--- src/rtl/operand_loader_pkg.sv ---
// Shared types and constants for the operand loader: Q16.16 helpers,
// power-on operand banks, FSM states and error codes.
package operand_loader_pkg;

  localparam logic [31:0] Q16_ONE = 32'h0001_0000;

  typedef enum logic [1:0] {
    LOAD = 2'd0,
    FIRE = 2'd1,
    WAIT = 2'd2
  } state_t;

  localparam logic [1:0] ERR_NONE    = 2'b00;
  localparam logic [1:0] ERR_EARLY   = 2'b01;
  localparam logic [1:0] ERR_MISSING = 2'b10;
  localparam logic [1:0] ERR_TIMEOUT = 2'b11;

  // Power-on contents of bank a: 1.0, 2.0, 3.0, ...
  function automatic logic [31:0] default_a(input int unsigned i);
    logic [31:0] v;
    v = 32'(i + 1);
    return v << 16;
  endfunction

  // Power-on contents of bank b: 7.0, 8.0, 9.0, ...
  function automatic logic [31:0] default_b(input int unsigned i);
    logic [31:0] v;
    v = 32'(i + 7);
    return v << 16;
  endfunction

endpackage

--- src/rtl/loader_bank.sv ---
// One operand bank: an N-entry staging array filled word by word and an
// N-entry committed array that the chain reads. A commit copies the whole
// staging array at once, including a word being written on the same edge.
module loader_bank
  import operand_loader_pkg::*;
#(
  parameter int N    = 5,
  parameter int W    = 32,
  parameter bit IS_B = 1'b0
) (
  input  logic                              clk,
  input  logic                              rst_n,
  input  logic                              we,
  input  logic [((N > 1) ? $clog2(N) : 1)-1:0] idx,
  input  logic [W-1:0]                      wdata,
  input  logic                              commit,
  output logic [N*W-1:0]                    flat
);

  localparam int IW = (N > 1) ? $clog2(N) : 1;

  genvar gi;
  generate
    for (gi = 0; gi < N; gi++) begin : g_entry
      localparam logic [W-1:0] DEF = IS_B ? W'(default_b(gi)) : W'(default_a(gi));

      logic [W-1:0] stage_reg;
      logic [W-1:0] commit_reg;
      logic         hit;

      assign hit = we && (idx == IW'(gi));

      // Stage incoming words; on commit publish staging (bypassing the word landing now)
      always_ff @(posedge clk or negedge rst_n) begin
        if (!rst_n) begin
          stage_reg  <= '0;
          commit_reg <= DEF;
        end else begin
          if (hit) stage_reg <= wdata;
          if (commit) commit_reg <= hit ? wdata : stage_reg;
        end
      end

      assign flat[gi*W +: W] = commit_reg;
    end
  endgenerate

endmodule

--- src/rtl/array_operand_loader.sv ---
// Serial-to-parallel operand feeder for the computation chain. Collects
// a[0..N-1] then b[0..N-1], commits both banks atomically, fires the chain
// and waits for its completion (or a timeout) before taking the next set.
module array_operand_loader
  import operand_loader_pkg::*;
#(
  parameter int N       = 5,
  parameter int W       = 32,
  parameter int TIMEOUT = 1024
) (
  input  logic           clk,
  input  logic           reset,
  input  logic [W-1:0]   in_data,
  input  logic           in_valid,
  input  logic           in_last,
  output logic           in_ready,
  output logic [N*W-1:0] array_a_flat,
  output logic [N*W-1:0] array_b_flat,
  output logic           start,
  input  logic           chain_valid,
  input  logic           chain_busy,
  output logic           valid,
  output logic           busy,
  output logic           err,
  output logic [1:0]     err_code
);

  localparam int CW = $clog2(2 * N);
  localparam int IW = (N > 1) ? $clog2(N) : 1;
  localparam int TW = $clog2(TIMEOUT + 2);
  localparam logic [TW-1:0] TMO_LAST = (TIMEOUT > 1) ? TW'(TIMEOUT - 1) : TW'(0);
  localparam logic [CW-1:0] LAST_IDX = CW'(2 * N - 1);

  state_t         state_reg;
  logic [CW-1:0]  cnt_reg;
  logic [TW-1:0]  tmo_reg;
  logic           valid_reg;
  logic           err_reg;
  logic [1:0]     err_code_reg;
  logic           settle_reg;
  logic [1:0]     rel_reg;

  logic           run;
  logic           accept;
  logic           last_word;
  logic           to_b;
  logic           commit;
  logic           timeout_hit;
  logic [IW-1:0]  idx_a;
  logic [IW-1:0]  idx_b;

  // Two-stage release: reset asserts immediately, deasserts after two edges
  always_ff @(posedge clk or negedge reset) begin
    if (!reset) rel_reg <= 2'b00;
    else        rel_reg <= {rel_reg[0], 1'b1};
  end

  assign run = rel_reg[1];

  // settle_reg keeps the port closed for the single cycle carrying valid/timeout err
  assign in_ready    = (state_reg == LOAD) && !settle_reg && (run || !reset);
  assign accept      = in_valid && (state_reg == LOAD) && !settle_reg && run;
  assign last_word   = (cnt_reg == LAST_IDX);
  assign to_b        = (cnt_reg >= CW'(N));
  assign commit      = accept && last_word && in_last;
  assign idx_a       = IW'(cnt_reg);
  assign idx_b       = IW'(cnt_reg - CW'(N));
  assign timeout_hit = (TIMEOUT != 0) && (tmo_reg >= TMO_LAST);

  // start is combinational so it can follow chain_busy falling in the same cycle
  assign start    = (state_reg == FIRE) && !chain_busy;
  assign busy     = (state_reg != LOAD) || (cnt_reg != '0);
  assign valid    = valid_reg;
  assign err      = err_reg;
  assign err_code = err_code_reg;

  // Control FSM: word counting, commit, fire, completion/timeout tracking
  always_ff @(posedge clk or negedge reset) begin
    if (!reset) begin
      state_reg    <= LOAD;
      cnt_reg      <= '0;
      tmo_reg      <= '0;
      valid_reg    <= 1'b0;
      err_reg      <= 1'b0;
      err_code_reg <= ERR_NONE;
      settle_reg   <= 1'b0;
    end else begin
      valid_reg  <= 1'b0;
      err_reg    <= 1'b0;
      settle_reg <= 1'b0;
      case (state_reg)
        LOAD: begin
          if (accept) begin
            if (last_word) begin
              cnt_reg <= '0;
              if (in_last) begin
                state_reg <= FIRE;
              end else begin
                err_reg      <= 1'b1;
                err_code_reg <= ERR_MISSING;
              end
            end else if (in_last) begin
              cnt_reg      <= '0;
              err_reg      <= 1'b1;
              err_code_reg <= ERR_EARLY;
            end else begin
              cnt_reg <= cnt_reg + CW'(1);
            end
          end
        end
        FIRE: begin
          if (!chain_busy) begin
            state_reg <= WAIT;
            // counts cycles since the start pulse, including the start cycle
            tmo_reg   <= TW'(1);
          end
        end
        WAIT: begin
          if (chain_valid) begin
            valid_reg  <= 1'b1;
            settle_reg <= 1'b1;
            state_reg  <= LOAD;
          end else if (timeout_hit) begin
            err_reg      <= 1'b1;
            err_code_reg <= ERR_TIMEOUT;
            settle_reg   <= 1'b1;
            state_reg    <= LOAD;
          end else begin
            tmo_reg <= tmo_reg + TW'(1);
          end
        end
        default: state_reg <= LOAD;
      endcase
    end
  end

  loader_bank #(.N(N), .W(W), .IS_B(1'b0)) u_bank_a (
    .clk    (clk),
    .rst_n  (reset),
    .we     (accept && !to_b),
    .idx    (idx_a),
    .wdata  (in_data),
    .commit (commit),
    .flat   (array_a_flat)
  );

  loader_bank #(.N(N), .W(W), .IS_B(1'b1)) u_bank_b (
    .clk    (clk),
    .rst_n  (reset),
    .we     (accept && to_b),
    .idx    (idx_b),
    .wdata  (in_data),
    .commit (commit),
    .flat   (array_b_flat)
  );

endmodule

--- config.mk ---
export PLATFORM = sky130hd
export DESIGN_NAME = array_operand_loader
export DESIGN_NICKNAME = d
export VERILOG_FILES = /design/src/rtl/operand_loader_pkg.sv /design/src/rtl/loader_bank.sv /design/src/rtl/array_operand_loader.sv
export SDC_FILE = /design/constraint.sdc
export NUM_CORES = 1
export LEC_CHECK = 0
export ABC_AREA = 1
export CAP_MARGIN = 10
export CORE_MARGIN = 8
export CORE_UTILIZATION = 65
export CTS_CLUSTER_SIZE = 30
export DETAILED_ROUTE_END_ITERATION = 6
export DONT_BUFFER_PORTS = 1
export PLACE_DENSITY_LB_ADDON = 0.2
export SYNTH_ARGS = -nofsm -noshare
export SYNTH_HDL_FRONTEND = slang
export SYNTH_HIERARCHICAL = 1
export SYNTH_SLANG_ARGS = --single-unit
export TNS_END_PERCENT = 1
--- constraint.sdc ---
create_clock -name clk -period 6.56 [get_ports clk]
set_input_delay 0.656 -clock clk [delete_from_list [all_inputs] [get_ports clk]]
set_output_delay 0.656 -clock clk [all_outputs]
set_load 0.02 [all_outputs]
; Word level (Yosys, flattened, before mapping)
; Cells that the tools add are included.
[totals]
out_inout_bits = 327
input_bits = 38
wordCells = 131
regBits = 664
[op_classes]
n_addsub = 3
n_eq_ne = 21
n_reduce_logical = 37
n_mux = 40
n_lt_le_gt_ge = 2
[ops]
columns = cell, count
row1 = $mux W32, 10
row2 = $mux W11, 3
row3 = $mux W2, 11
row4 = $pmux W11 S2, 1
row5 = $logic_and A1 B1 Y1, 20
row6 = $ne A2 B2 Y1 const B, 7
row7 = $eq A3 B2 Y1 const B, 4
row8 = $add A11 B1 Y11 const B, 1
row9 = $ge A11 B10 Y1 const B, 1
row10 = $mux W1, 10
row11 = $ne A3 B3 Y1 const B, 3
row12 = $mux W4, 2
row13 = $eq A3 B1 Y1 const B, 2
row14 = $eq A3 B3 Y1 const B, 2
row15 = $logic_not A3 Y1, 2
row16 = $pmux W2 S3, 1
row17 = $reduce_and A6 Y1, 1
row18 = $reduce_bool A2 Y1, 3
row19 = $reduce_and A5 Y1, 1
row20 = $add A4 B1 Y4 const B, 1
row21 = $eq A4 B4 Y1 const B, 1
row22 = $ge A4 B3 Y1 const B, 1
row23 = $logic_not A1 Y1, 4
row24 = $pmux W2 S2, 1
row25 = 9 further kinds, 10

; Longest topological paths before layout
[depth]
depth_word = 7
mapped_depth = 13
ltp_nobuf = 12

; By module
; Netlist, hierarchy kept.
[modules_own_cells]
columns = mod, seq_area_each_um2, cells_per_inst, area_per_inst_um2, instances
row1 = loader_bank at u_bank_b, 8021.4, 1572, 13605.5, 1
row2 = loader_bank at u_bank_a, 8016.4, 1571, 13595.5, 1
row3 = array_operand_loader, 600.6, 170, 1493.9, 1

; Worst setup path before layout
; No wires, ideal clock.
[synth_timing]
kind = reg2reg
start = register cnt_reg[0]
end = register u_bank_b.g_entry[0].stage_reg[11]
arrival_time_ns = 2.008
required_ns = 6.441
synth_period_minus_slack_ns = 2.127
setup_time_ns = 0.119
path_stages_with_launch = 12
setup_slack_ns = 4.433
n_path_buf = 2
path_cell_list = dfrtp_1 inv_1 ha_1 a31oi_1 inv_1 nor2_1 inv_1 nor2_4 buf_2 buf_2 nand3_1 and2_1
[synth_between]
elab_chain_cells = 4
elab_cells_between_ends = 6
classes_between = 1 x add/sub / 1 x order compare / 1 x mux / 3 x reduce/logical
[synth_rtl]
columns = element, line
row1 = "start, declared", array_operand_loader.sv:35  ; logic [CW-1:0] cnt_reg;
row2 = "start signal, assigned", array_operand_loader.sv:107  ; cnt_reg <= cnt_reg + CW'(1);
row3 = $sub A3 B3 Y3, array_operand_loader.sv:67  ; assign idx_b = IW'(cnt_reg - CW'(N));
row4 = named net idx_b[0], array_operand_loader.sv:50  ; logic [IW-1:0] idx_b;
row5 = $logic_not A3 Y1, loader_bank.sv:31  ; assign hit = we && (idx == IW'(gi));
row6 = $logic_and A1 B1 Y1, loader_bank.sv:31
row7 = $mux W32, -
row8 = "end signal, assigned", loader_bank.sv:39  ; if (hit) stage_reg <= wdata;
row9 = "end, declared", loader_bank.sv:27  ; logic [W-1:0] stage_reg;
; The timed path passes the listed nets, and every way through them passes these cells.
; A chain may end at the register's enable or synchronous reset.

; Final worst setup path
[layout_timing]
start = register cnt_reg[0]
end = register u_bank_b.g_entry[3].stage_reg[17]
[layout_between]
elab_chain_cells = 4
elab_cells_between_ends = 6
classes_between = 1 x add/sub / 1 x order compare / 1 x eq/ne / 1 x mux / 2 x reduce/logical
[layout_rtl]
columns = element, line
row1 = $sub A3 B3 Y3, array_operand_loader.sv:67
row2 = named net idx_b[0], array_operand_loader.sv:50
row3 = $eq A3 B2 Y1, loader_bank.sv:31
row4 = $logic_and A1 B1 Y1, loader_bank.sv:31
row5 = $mux W32, -
row6 = "end signal, assigned", loader_bank.sv:39
row7 = "end, declared", loader_bank.sv:27
; The timed path passes the listed nets, and every way through them passes these cells.

==> results.yml <==
outcome:
  status: "finished, violations left"
  violations: "negative hold slack, max-slew violations"
worst_setup_path:
  ff2ff_setup_slack_ns: 2.64
  r2r_cells: 11
  critPathSlowestCell: "buf_4"
  startpoint_type: "flop"
  path_cells: "inv_1 -> ha_1 -> a31oi_1 -> inv_1 -> nor2_1 -> inv_1 -> nor2_4 -> buf_4 -> buf_4 -> nand3_1 -> and2_1"
  critPathLaunch: "cnt_reg[0]"
  cp-endpoint: "u_bank_b/g_entry[3].stage_reg[17]"
  worst_path_most_repeated_cell: "inv_1"
  worstReg2RegStart: "cnt_reg[0]"
  crit_family: "buffers and inverters"
  worstPathRequired_ns: 7.04
  critPathCaptureType: "flop"
  arrival_ns: 4.40
  critPathMaxFanout: 58
  worst-path-stages: 11
  crit_type: "flop to flop"
  max_stage_delay_ns: 0.65
  worstReg2RegEnd: "u_bank_b/g_entry[3].stage_reg[17]"
  cp_num_buf_inv: 5
layout:
  drive_above_1_share: 0.0601
  fin_nets: 3285
  final_cells: 3887
  area_delta_synth_final_pct: 8.30
grt:
  track_usage: 0.310
  globalRouteOverflowTotal: 0
  antenna_found_initial: 1
  grt_pass1_wl_um: 123000
  grt_max_degree: 666
  grt_pass1_vias: 21700
sta:
  fin_setup_tns_ns: 0
  finalHoldViolations: 116
  slew_headroom: -0.185
  hold_slack_ns: -0.242
  period_minus_slack_ns: 3.92
  setup_viol: 0
  fin_worst_skew_ns: 0.0163
  timing.final.crit_share: 0.598
  maxSlewViolCount: 228
  worst_pin_slew_ns: 1.78
  fmaxAchievable_ghz: 0.255
  rsz0062_at_grt: "no"
clock_tree:
  cts_tree: "done"
  cts.reportedPaths.clkPinSlew_ns: 0.06
  post-cts-setup-buffer-count: 0
  clock_latency_ns: 0.60
  cts.sink_count: 664
  cts.repair.resized: 0
  cts-root-buf: "clkbuf_16"
  cts_buffers: 68
  clk_path_buf_depth: 3
  h-tree-depth: 3
logic_synthesis:
  synth.top_cells.by_count: "nand2_1, nand3_1, dfrtp_1, inv_1, and2_1"
  synth_area_leaders: "dfrtp_1, nand2_1, nand3_1"
  synth_fp_nets: 3358
  ys.flop_type: "dfrtp_1"
  synth_area_per_cell_um2: 8.66
  synth.most_common_cell: "nand2_1"
  async_reset_ff_frac: 1.00
  ys_types: 38
  yosysSeqAreaShare: 0.580
  yosys_warnings: 6
  netlist.area_leader.share: 0.563
  syn_inst: 3313
  synth-edff-count: 0
  netlist_area_um2: 28700
  synth_top_cell_by_area: "dfrtp_1"
  ys_ff_latch: 664
placement:
  hpwl_um: 50700
  place.port_buffers: 0
  dp_cells: 3762
  finalWeightedCongestion: 0.853
detailed_routing:
  first_pass_iters: 6
  wirelength_um: 80100
  route.detailed.drc: 0
  vias: 22100
  drtIter0Drc: 2719
  postRouteAntennaNets: 0
  routedWlPerCell_um: 20.6
  avgViaCountPerCell: 5.70
power:
  p_leak_nw: 16.3
  power.total_w: 0.0116
  vdd_ir_drop_max_mv: 0.260
  powerDensity_nw_per_um2: 374
floorplanning:
  core.rowCount: 77
  dieWidth_um: 226
  io_pins: 365
  initial_core_util: 0.653
  coreArea_um2: 43900
  dieArea_um2: 51100
  fp.dieH_um: 226
job:
  maxCapViolCount: 0
hold_path:
  hold_class: "input pin to asynchronous set/reset pin"
routing by layer:
layer / vias up / track usage / wire (um)
li1: 10100 / - / -
met1: 10800 / 0.394 / 30600
met2: 1067 / 0.480 / 36800
met3: 228 / 0.0910 / 8330
met4: 0 / 0.167 / 4300
met5: - / 0 / 0
logic make-up (layout without fill, tap and decap cells):
| kind of cell | count (synthesis) | count (layout) | share of synthesized area |
|---|---|---|---|
| and+or+nand+nor | 2028 | 2028 | 0.328 |
| DFF | 664 | 664 | 0.580 |
| buffers and inverters | 587 | 567 | 0.0824 |
| AOI/OAI and AO/OA | 20 | 20 | 0.00506 |
| adders and majority gates | 7 | 7 | 0.00305 |
| xor gates and xnor gates | 6 | 6 | 0.00183 |
| other | 1 | 3 | 0.000131 |
stage by stage:
| step | instance area (um^2) | util | setup slack, ns |
|---|---|---|---|
| final | 31100 | 0.707 | 2.64 |
| after global routing | 31100 | 0.707 | 2.40 |
| after CTS | 31100 | 0.707 | 2.75 |
| after detailed placement | 28900 | 0.658 | 2.78 |
| after global placement | 28900 | 0.657 | 2.89 |
| after floorplan | 28700 | - | 4.43 |
worst min path at each step:
stage | start | endpoint | slack (ns) | depth (start not counted)
floorplan | rel_reg[0] | rel_reg[1] | 0.33 | 0
CTS | reset | u_bank_a/g_entry[4].commit_reg[21] | -0.26 | 0
global route | reset | u_bank_a/g_entry[1].commit_reg[24] | -0.25 | 0
finish | reset | u_bank_a/g_entry[2].commit_reg[30] | -0.24 | 0
global placement | rel_reg[0] | rel_reg[1] | 0.34 | 0
detailed placement | rel_reg[0] | rel_reg[1] | 0.36 | 0
report_power, final:
part | switching, W | internal [W]
Sequential | 0.000899 | 0.00505
Combinational | 0.00117 | 0.000732
Clock | 0.00160 | 0.00216
area by class of cell:
type / instances / area, um^2
Fill cell: 3420 / 12900
Antenna cell: 2 / 5.00
Timing Repair Buffer: 26 / 228
Inverter: 418 / 1580
Multi-Input combinational cell: 2062 / 9720
Clock buffer: 100 / 1990
Tap cell: 592 / 741
Clock inverter: 23 / 170
Sequential cell: 664 / 16600
placed cells by master, fill, tap and decap left out, drive strengths merged:
master,Yosys,final
a21oi,4,4
a31o,1,1
a31oi,1,1
and2,320,320
buf,114,26
bufinv,0,1
clkbuf,55,100
clkinv,0,17
conb,1,1
dfrtp,646,646
dfstp,18,18
diode,0,2
ha,7,7
inv,418,423
nand2,1020,1020
nand3,654,654
nand3b,3,3
nand4,1,1
nor2,25,25
nor3,3,3
o21ai,12,12
o22ai,2,2
or2,2,2
xnor2,4,4
xor2,2,2
worst reg2reg max path, cell delays in order (launching register included):
cell	delay, ns
dfrtp_1	0.52
inv_1	0.21
ha_1	0.28
a31oi_1	0.25
inv_1	0.06
nor2_1	0.12
inv_1	0.09
nor2_4	0.55
buf_4	0.58
buf_4	0.68
nand3_1	0.25
and2_1	0.23
(Power assumes the default switching activity.)
